===== src/rtl/riscv_trace_pkg.sv =====
`default_nettype none
// ============================================================================
// Module      : riscv_trace_pkg
// Description : Shared trace record type, access-size codes and mask helper.
// Revision    : 1.0 - initial release
// ============================================================================
package riscv_trace_pkg;

    localparam int c_trace_xlen = 32;

    localparam logic [1:0] c_size_byte  = 2'd0;
    localparam logic [1:0] c_size_half  = 2'd1;
    localparam logic [1:0] c_size_word  = 2'd2;
    localparam logic [1:0] c_size_dword = 2'd3;

    typedef struct packed {
        logic [31:0]                 instr;
        logic                        trap;
        logic [c_trace_xlen-1:0]     pc;
        logic [4:0]                  rd_addr;
        logic [c_trace_xlen-1:0]     rd_wdata;
        logic [c_trace_xlen-1:0]     mem_addr;
        logic [c_trace_xlen/8-1:0]   mem_rmask;
        logic [c_trace_xlen/8-1:0]   mem_wmask;
        logic [c_trace_xlen-1:0]     mem_data;
        logic [63:0]                 order;
    } trace_rec_t;

    // Byte-lane mask for a load; lanes pushed past bit 7 fall off the top.
    function automatic logic [7:0] size_to_mask(input logic [1:0] size,
                                                input logic [2:0] addr_lo);
        logic [7:0] base;
        case (size)
            c_size_byte:  base = 8'h01;
            c_size_half:  base = 8'h03;
            c_size_word:  base = 8'h0F;
            default:      base = 8'hFF;
        endcase
        return base << addr_lo;
    endfunction

endpackage
`default_nettype wire


===== src/rtl/riscv_trace_fifo.sv =====
`default_nettype none
// ============================================================================
// Module      : riscv_trace_fifo
// Description : Register-array first-word fall-through FIFO.
// Revision    : 1.0 - initial release
// ============================================================================
module riscv_trace_fifo #(
    parameter int WIDTH = 8,
    parameter int DEPTH = 8
) (
    input  logic                       clock,
    input  logic                       reset,
    input  logic                       push,
    input  logic [WIDTH-1:0]           push_data,
    input  logic                       pop,
    output logic [WIDTH-1:0]           pop_data,
    output logic                       full,
    output logic                       empty,
    output logic [$clog2(DEPTH):0]     count
);

    localparam int c_ptr_w = $clog2(DEPTH);

    logic [WIDTH-1:0]   r_mem [DEPTH];
    logic [c_ptr_w-1:0] r_wr_ptr;
    logic [c_ptr_w-1:0] r_rd_ptr;
    logic [c_ptr_w:0]   r_count;
    logic               w_wr;
    logic               w_rd;

    assign full     = (r_count == (c_ptr_w+1)'(DEPTH));
    assign empty    = (r_count == '0);
    assign count    = r_count;
    assign pop_data = r_mem[r_rd_ptr];

    assign w_rd = pop & ~empty;
    assign w_wr = push & (~full | w_rd);

    always_ff @(posedge clock) begin
        if (reset) begin
            r_wr_ptr <= '0;
            r_rd_ptr <= '0;
            r_count  <= '0;
            for (int i = 0; i < DEPTH; i++) begin
                r_mem[i] <= '0;
            end
        end else begin
            if (w_wr) begin
                r_mem[r_wr_ptr] <= push_data;
                r_wr_ptr        <= r_wr_ptr + 1'b1;
            end
            if (w_rd) begin
                r_rd_ptr <= r_rd_ptr + 1'b1;
            end
            case ({w_wr, w_rd})
                2'b10:   r_count <= r_count + 1'b1;
                2'b01:   r_count <= r_count - 1'b1;
                default: r_count <= r_count;
            endcase
        end
    end

endmodule
`default_nettype wire


===== src/rtl/riscv_retire_trace_buffer.sv =====
`default_nettype none
// ============================================================================
// Module      : riscv_retire_trace_buffer
// Description : Merges retirements with their data access into buffered trace records.
// Revision    : 1.0 - initial release
// ============================================================================
module riscv_retire_trace_buffer
    import riscv_trace_pkg::*;
#(
    parameter int XLEN    = 32,
    parameter int DEPTH   = 8,
    parameter int ORDER_W = 64
) (
    input  logic                 clock,
    input  logic                 reset,
    input  logic                 ret_valid,
    input  logic [31:0]          ret_instr,
    input  logic                 ret_trap,
    input  logic [XLEN-1:0]      ret_pc,
    input  logic [4:0]           ret_rd_addr,
    input  logic [XLEN-1:0]      ret_rd_wdata,
    input  logic                 dmem_valid,
    input  logic                 dmem_ready,
    input  logic                 dmem_write,
    input  logic [1:0]           dmem_size,
    input  logic [XLEN-1:0]      dmem_addr,
    input  logic [XLEN/8-1:0]    dmem_wstb,
    input  logic [XLEN-1:0]      dmem_wdata,
    input  logic [XLEN-1:0]      dmem_rdata,
    output logic                 out_valid,
    input  logic                 out_ready,
    output logic [31:0]          out_instr,
    output logic                 out_trap,
    output logic [XLEN-1:0]      out_pc,
    output logic [4:0]           out_rd_addr,
    output logic [XLEN-1:0]      out_rd_wdata,
    output logic [XLEN-1:0]      out_mem_addr,
    output logic [XLEN/8-1:0]    out_mem_rmask,
    output logic [XLEN/8-1:0]    out_mem_wmask,
    output logic [XLEN-1:0]      out_mem_data,
    output logic [ORDER_W-1:0]   out_order,
    output logic                 almost_full,
    output logic [31:0]          drop_count
);

    localparam int c_strb_w = XLEN / 8;
    localparam int c_off_w  = $clog2(c_strb_w);
    localparam int c_cnt_w  = $clog2(DEPTH) + 1;
    localparam int c_rec_w  = 32 + 1 + XLEN + 5 + XLEN + XLEN + 2 * c_strb_w + XLEN + ORDER_W;

    logic                 r_pend_valid;
    logic [XLEN-1:0]      r_pend_addr;
    logic [c_strb_w-1:0]  r_pend_rmask;
    logic [c_strb_w-1:0]  r_pend_wmask;
    logic [XLEN-1:0]      r_pend_data;
    logic [ORDER_W-1:0]   r_order;
    logic [31:0]          r_drop_count;

    logic                 w_hs;
    logic [c_strb_w-1:0]  w_acc_rmask;
    logic [c_strb_w-1:0]  w_acc_wmask;
    logic [XLEN-1:0]      w_acc_data;
    logic [XLEN-1:0]      w_mem_addr;
    logic [c_strb_w-1:0]  w_mem_rmask;
    logic [c_strb_w-1:0]  w_mem_wmask;
    logic [XLEN-1:0]      w_mem_data;
    logic [c_rec_w-1:0]   w_rec;
    logic [c_rec_w-1:0]   w_head;
    logic                 w_full;
    logic                 w_empty;
    logic [c_cnt_w-1:0]   w_count;
    logic                 w_pop;
    logic                 w_push;
    logic                 w_drop;

    assign w_hs        = dmem_valid & dmem_ready;
    assign w_acc_rmask = dmem_write ? '0
                       : c_strb_w'(size_to_mask(dmem_size, 3'(dmem_addr[c_off_w-1:0])));
    assign w_acc_wmask = dmem_write ? dmem_wstb : '0;
    assign w_acc_data  = dmem_write ? dmem_wdata : dmem_rdata;

    // A same-cycle handshake belongs to the retiring instruction and wins over pending.
    always_comb begin
        w_mem_addr  = '0;
        w_mem_rmask = '0;
        w_mem_wmask = '0;
        w_mem_data  = '0;
        if (w_hs) begin
            w_mem_addr  = dmem_addr;
            w_mem_rmask = w_acc_rmask;
            w_mem_wmask = w_acc_wmask;
            w_mem_data  = w_acc_data;
        end else if (r_pend_valid) begin
            w_mem_addr  = r_pend_addr;
            w_mem_rmask = r_pend_rmask;
            w_mem_wmask = r_pend_wmask;
            w_mem_data  = r_pend_data;
        end
    end

    assign w_rec = {ret_instr, ret_trap, ret_pc, ret_rd_addr, ret_rd_wdata,
                    w_mem_addr, w_mem_rmask, w_mem_wmask, w_mem_data, r_order};

    assign w_pop  = ~w_empty & out_ready;
    assign w_push = ret_valid & (~w_full | w_pop);
    assign w_drop = ret_valid & ~w_push;

    always_ff @(posedge clock) begin
        if (reset) begin
            r_pend_valid <= 1'b0;
            r_pend_addr  <= '0;
            r_pend_rmask <= '0;
            r_pend_wmask <= '0;
            r_pend_data  <= '0;
        end else if (ret_valid) begin
            r_pend_valid <= 1'b0;
        end else if (w_hs) begin
            r_pend_valid <= 1'b1;
            r_pend_addr  <= dmem_addr;
            r_pend_rmask <= w_acc_rmask;
            r_pend_wmask <= w_acc_wmask;
            r_pend_data  <= w_acc_data;
        end
    end

    // Order advances on every retirement, dropped or not, so gaps reveal losses.
    always_ff @(posedge clock) begin
        if (reset) begin
            r_order      <= '0;
            r_drop_count <= '0;
        end else begin
            if (ret_valid) begin
                r_order <= r_order + 1'b1;
            end
            if (w_drop && (r_drop_count != 32'hFFFF_FFFF)) begin
                r_drop_count <= r_drop_count + 1'b1;
            end
        end
    end

    riscv_trace_fifo #(
        .WIDTH (c_rec_w),
        .DEPTH (DEPTH)
    ) u_fifo (
        .clock     (clock),
        .reset     (reset),
        .push      (w_push),
        .push_data (w_rec),
        .pop       (w_pop),
        .pop_data  (w_head),
        .full      (w_full),
        .empty     (w_empty),
        .count     (w_count)
    );

    assign {out_instr, out_trap, out_pc, out_rd_addr, out_rd_wdata,
            out_mem_addr, out_mem_rmask, out_mem_wmask, out_mem_data, out_order} = w_head;

    assign out_valid   = ~w_empty;
    assign almost_full = (w_count >= c_cnt_w'(DEPTH - 1));
    assign drop_count  = r_drop_count;

endmodule
`default_nettype wire


===== config.mk =====
export PLATFORM = sky130hd
export DESIGN_NAME = riscv_retire_trace_buffer
export DESIGN_NICKNAME = d
export VERILOG_FILES = /design/src/rtl/riscv_trace_pkg.sv /design/src/rtl/riscv_trace_fifo.sv /design/src/rtl/riscv_retire_trace_buffer.sv
export SDC_FILE = /design/constraint.sdc
export NUM_CORES = 2
export LEC_CHECK = 0
export CAP_MARGIN = 0
export CORE_ASPECT_RATIO = 1.2
export CORE_UTILIZATION = 50
export DETAILED_ROUTE_END_ITERATION = 16
export PLACE_DENSITY_LB_ADDON = 0.25
export SYNTH_ARGS = -nofsm -noshare
export SYNTH_HDL_FRONTEND = slang
export SYNTH_SLANG_ARGS = --single-unit

===== constraint.sdc =====
create_clock -name clock -period 11.3 [get_ports clock]
set_input_delay 2.26 -clock clock [delete_from_list [all_inputs] [get_ports clock]]
set_output_delay 2.26 -clock clock [all_outputs]
set_load 0.05 [all_outputs]

### Yosys cells after proc, flatten, opt, wreduce, memory -nomap -nowiden

Memories as Yosys holds them, arrays and structs flattened. A register that Yosys moved wholly into a read port is not among the register bits.
Index checks and enable logic that the tools add are counted.

| storage, ports and cells | value |
|---|---|
| memory bits (writable) | 1,904 |
| bits in latches | 0 |
| input bits | 211 |
| flip-flop bits (word level) | 179 |
| memories kept | 1 |
| ROM bits | 0 |

Memory list:

| name | depth | bits a word | read ports | clocked after memory_dff | write ports | line | text |
|---|---|---|---|---|---|---|---|
| u_fifo.r_mem | 8 | 238 | 1 | 1 | 8 | riscv_trace_fifo.sv:24 | `logic [WIDTH-1:0] r_mem [DEPTH];` |

| cells by class | value |
|---|---|
| shift operators | 1 |
| $add $sub $neg | 6 |
| reductions and logical operators | 7 |
| bitwise gates (word level) | 12 |
| $mul | 0 |
| order comparisons | 1 |
| equality and inequality tests | 6 |
| mux-type cells | 23 |
| div/mod/pow operators | 0 |

Operators by type and width:

| cell | count |
|---|---|
| 238-bit 2-to-1 mux | 1 |
| 238-bit OR reduction | 1 |
| 32-bit 2-to-1 mux | 5 |
| 64-bit by 1-bit adder with 64-bit output, second input constant | 1 |
| 32-bit by 1-bit adder with 32-bit output, second input constant | 1 |
| 32-bit != test, second input constant | 1 |
| 4-bit 2-to-1 mux | 6 |
| 8-bit case mux with 3 select lines | 1 |
| 3-bit 2-to-1 mux | 3 |
| 4-bit case mux with 2 select lines | 1 |
| 8-bit by 2-bit left shift with 4-bit output | 1 |
| 3-bit by 1-bit adder with 3-bit output, second input constant | 2 |
| 1-bit AND | 6 |
| 1-bit 2-to-1 mux | 6 |
| 4-bit by 1-bit adder with 4-bit output, second input constant | 1 |
| 2-bit by 1-bit == test with 1-bit output, second input constant | 2 |
| 2-bit == test, second input constant | 2 |
| 4-bit == test, second input constant | 1 |
| 4-bit by 3-bit greater-or-equal comparator with 1-bit output, second input constant | 1 |
| 4-bit zero test | 1 |
| 1-bit NOT | 4 |
| 4-bit by 1-bit subtractor with 4-bit output, second input constant | 1 |
| 2-bit zero test | 1 |
| 1-bit OR | 2 |
| other kinds (4) | 4 |

### Longest topological paths before layout

| depth | value |
|---|---|
| depth in word-level cells | 11 |
| gate-level depth with buffers | 12 |
| mapped depth without buffers | 10 |

### Modules after synthesis

Synthesis repeated with hierarchy kept, for this count alone.

| unflattened totals | value |
|---|---|
| cells, all modules | 6,605 |
| area total of the unflattened synthesis | 91,317.6 um^2 |

Modules (own cells, without submodules):

| module | area an instance (um^2) | cells each | instances |
|---|---|---|---|
| riscv_trace_fifo | 82,805.7 | 5,493 | 1 |
| riscv_retire_trace_buffer | 8,511.9 | 1,112 | 1 |

### Least setup slack after synthesis

OpenSTA, ideal clock, no wires.

| path | value |
|---|---|
| path type | input to register |
| start point | input port reset |
| end point | memory u_fifo.r_mem[4][0] (netlist bit), enable pin |
| arrival time | 8.516 ns |
| path slack | 2.142 ns |
| setup time | 0.642 ns |
| stages | 3 |
| path through | clkbuf_1 -> clkbuf_1 -> nand2b_1 |

RTL lines:

| what | line | text |
|---|---|---|
| start: declaration | riscv_retire_trace_buffer.sv:15 | `input logic reset,` |
| end: declaration | riscv_trace_fifo.sv:24 |  |

==> metrics <==
all-layer global routing usage=25.8%; Die Ht=around 470 um; PostCTS Resize Cnt=0; IO buf count=around 480; fin crit period=approximately 7 ns; sequential share of the synthesized area=between 60% and 70%; first-pass GRT wire length=approximately 350,000 um; startpoint types=flip-flop; Reg clk slew, reported paths=approximately 0.060 ns; initial antenna violation count=24; TritonCTS buffer count=201; Mapped Nets=roughly 6.3k; Initial Util=between 50% and 60%; LEAKAGE=35.7 nW; pin count of the biggest net entering global routing=roughly 160; largest cells by area after synthesis=edfxtp_1, mux4_2, and2_1; max-slew headroom at the worst pin=17.1%; Area Overhead vs Synth=14.9%; Max Cap Viol=0; post-route DRC violation count=0; post-CTS setup buffer count=0; width of the die=roughly 390 um; final net count=approximately 6.6k; critical path arrival=between 4 and 5 ns; dominant cell type by area after synthesis=edfxtp_1; Fill cells=14.1k; Worst-Skew Late Latency=slightly below 0.9 ns; Critical Path End Type=output pin; Fmax=between 100 and 150 MHz; min-delay src=r_pend_addr[7]$_SDFFE_PP0P_; CTS tree=built; origin of the critical flop-to-flop path=u_fifo.count[1]$_SDFFE_PP0P_; Cell Pwr Density=around 190 nW/um^2; final antenna-violating net count=0; final WL=about 240,000 um; initial drt markers=~5k; mapped cell area=a little over 90,000 um^2; Synth Instances=~6.1k; Worst Hold Class=reg -> reg; Final Hold Slack=between 0.4 and 0.5 ns; vias post-DR=roughly 53k; synth unique cells=52; IO Pins=483; Setup CP Type=reg -> out; FP Rows=171; layout cell share with drive strength beyond 1=17.0%; RSZ-0062 raised after global routing=false; Fin Setup TNS=0 ns; Final Skew=0.0349 ns; worst vdd ir=0.161 mV; syn avg cell area=approximately 15 um^2; drt first pass iters=6; ys async rst share=0%; Post-synth EDFFs=around 1.9k; Core ar.=181,000 um^2; RD Place Congestion=0.775; die area=roughly 180,000 um^2; vias in the first global route=approximately 54k; post-DR vias/cell=5.94; CP Data Required Time=~9 ns; cts-stage hold buffer count=0; DPL Wire Length=approximately 120,000 um; yosys warns=0; final hold viol count=0; Worst Max-Slew Pin Slew=approximately 1.2 ns; CTS sink count=approximately 2.1k; Overall Power=around 20 mW; Yosys top cell area share=about 62%; top_reg_cell synth=edfxtp_1; CP max FO=47; CTS H-tree depth=4; clk root buf=clkbuf_16; status=completed; total grt overflow=0; Yosys reg bits=2,086; period utilization=approximately 62%; final-report setup violation count=0; CTS max path bufs=3; fin. max-slew vios=0; WL/cell=~27 um
where the power goes:
group	switching, mW	internal, mW
Sequential	0.145	8.78
Clock	2.95	3.77
Combinational	2.53	1.71
Total	5.62	14.3
Yosys cell counts, types with 2 or more instances:
| cell type | number |
|---|---|
| nor2_1 | 796 |
| a211oi_1 | 34 |
| nand2b_1 | 7 |
| o21ai_0 | 39 |
| nor4_1 | 17 |
| xnor2_1 | 18 |
| dfxtp_1 | 182 |
| nand2_1 | 118 |
| mux2_2 | 240 |
| nand3b_1 | 2 |
| and2_1 | 1240 |
| o41ai_1 | 2 |
| mux4_2 | 476 |
| buf_2 | 27 |
| edfxtp_1 | 1904 |
| ha_1 | 7 |
| mux2i_1 | 35 |
| o31ai_1 | 28 |
| or4_1 | 31 |
| nor3_2 | 2 |
| and4_1 | 10 |
| nand4_1 | 41 |
| clkbuf_1 | 352 |
| inv_1 | 9 |
| clkinv_1 | 7 |
| nor4b_1 | 2 |
| nand3_1 | 50 |
| nand4b_1 | 4 |
| nor2b_1 | 5 |
| and3_1 | 52 |
| nor4_2 | 3 |
| a31oi_1 | 37 |
| nor3_1 | 17 |
| xor2_1 | 18 |
| or2_2 | 5 |
| buf_1 | 97 |
| a21oi_1 | 144 |
| or3_1 | 28 |
| nor4bb_1 | 3 |
final cells by class:
type | count | area [um^2] | share of cell area, %
Clock buffer | 274 | 5540 | 5.26
Timing Repair Buffer | 555 | 5680 | 5.40
Multi-Input combinational cell | 3522 | 29100 | 27.6
Inverter | 17 | 63.8 | 0.0606
Clock inverter | 95 | 1030 | 0.983
Antenna cell | 13 | 32.5 | 0.0309
Tap cell | 2422 | 3030 | 2.88
Sequential cell | 2086 | 60800 | 57.8
final timing paths:
path,to,slack (ns),cells past startpoint
hold reg to reg,r_pend_addr[7]$_SDFFE_PP0P_,0.45,2
hold / removal,r_pend_addr[7]$_SDFFE_PP0P_,0.45,2
setup reg to reg,u_fifo.r_mem[1][203]$_SDFFCE_PN0P_,6.61,8
setup / recovery,out_order[5],4.30,5
cells in the final DEF, fill, tap and decap left out, drive strengths merged, types with 39 or more instances in the layout:
| cell type | n |
|---|---|
| a21oi | 144 |
| and2 | 1240 |
| and3 | 52 |
| buf | 75 |
| clkbuf | 274 |
| clkdlybuf4s50 | 480 |
| clkinv | 77 |
| dfxtp | 182 |
| edfxtp | 1904 |
| mux2 | 240 |
| mux4 | 476 |
| nand2 | 118 |
| nand3 | 50 |
| nand4 | 42 |
| nor2 | 796 |
| o21ai | 39 |
critical path: stages, from the launching register on:
cell and delay (ns):
dfxtp_4 0.86, buf_12 0.41, buf_4 0.84, mux4_2 0.61
mux2_2 0.30, clkdlybuf4s50_1 0.77
cells by family (layout without fill, tap and decap cells):
kind of cell	after synthesis	after routing	share of synthesized area, %
other cells	0	13	0
buf+inv	494	941	2.07
simple gates	2438	2438	14.2
flops	2086	2086	66.4
fa+ha+maj	7	7	0.0956
xor+xnor	36	36	0.344
compound gates	290	290	1.83
mux	751	751	15.0
layer usage:
layer / part of all wire (%) / vias up / track usage (%) / routed length [um]
met2: 49 / 2251 / 42.2 / 116000
met1: 40 / 27600 / 35.0 / 96400
met4: 2.4 / 24 / 7.32 / 5770
met5: 0.062 / - / 0 / 148
met3: 8.8 / 377 / 5.48 / 21000
li1: - / 23100 / - / -
sequential cells by signal (all words and copies together), names as in the netlist, named ones only:
name             cells
u_fifo.r_mem      1904
r_order             64
drop_count          32
r_pend_addr         32
r_pend_data         32
r_pend_rmask         4
r_pend_wmask         4
u_fifo.count         4
u_fifo.r_rd_ptr      3
u_fifo.r_wr_ptr      3
r_pend_valid         1
through the flow:
step | std cells | instance area, um^2 | utilization, % | setup WS [ns]
6_report | 8984 | 105000 | 58.0 | 4.30
5_1_grt | 8975 | 105000 | 58.0 | 3.94
4_1_cts | 8971 | 105000 | 58.0 | 4.09
3_5_place_dp | 8602 | 98700 | 54.4 | 4.15
3_3_place_gp | 8602 | 98700 | 54.4 | 4.20
2_1_floorplan | 6102 | 91600 | - | 2.14
Note: power is estimated with default switching activity, not from simulation.
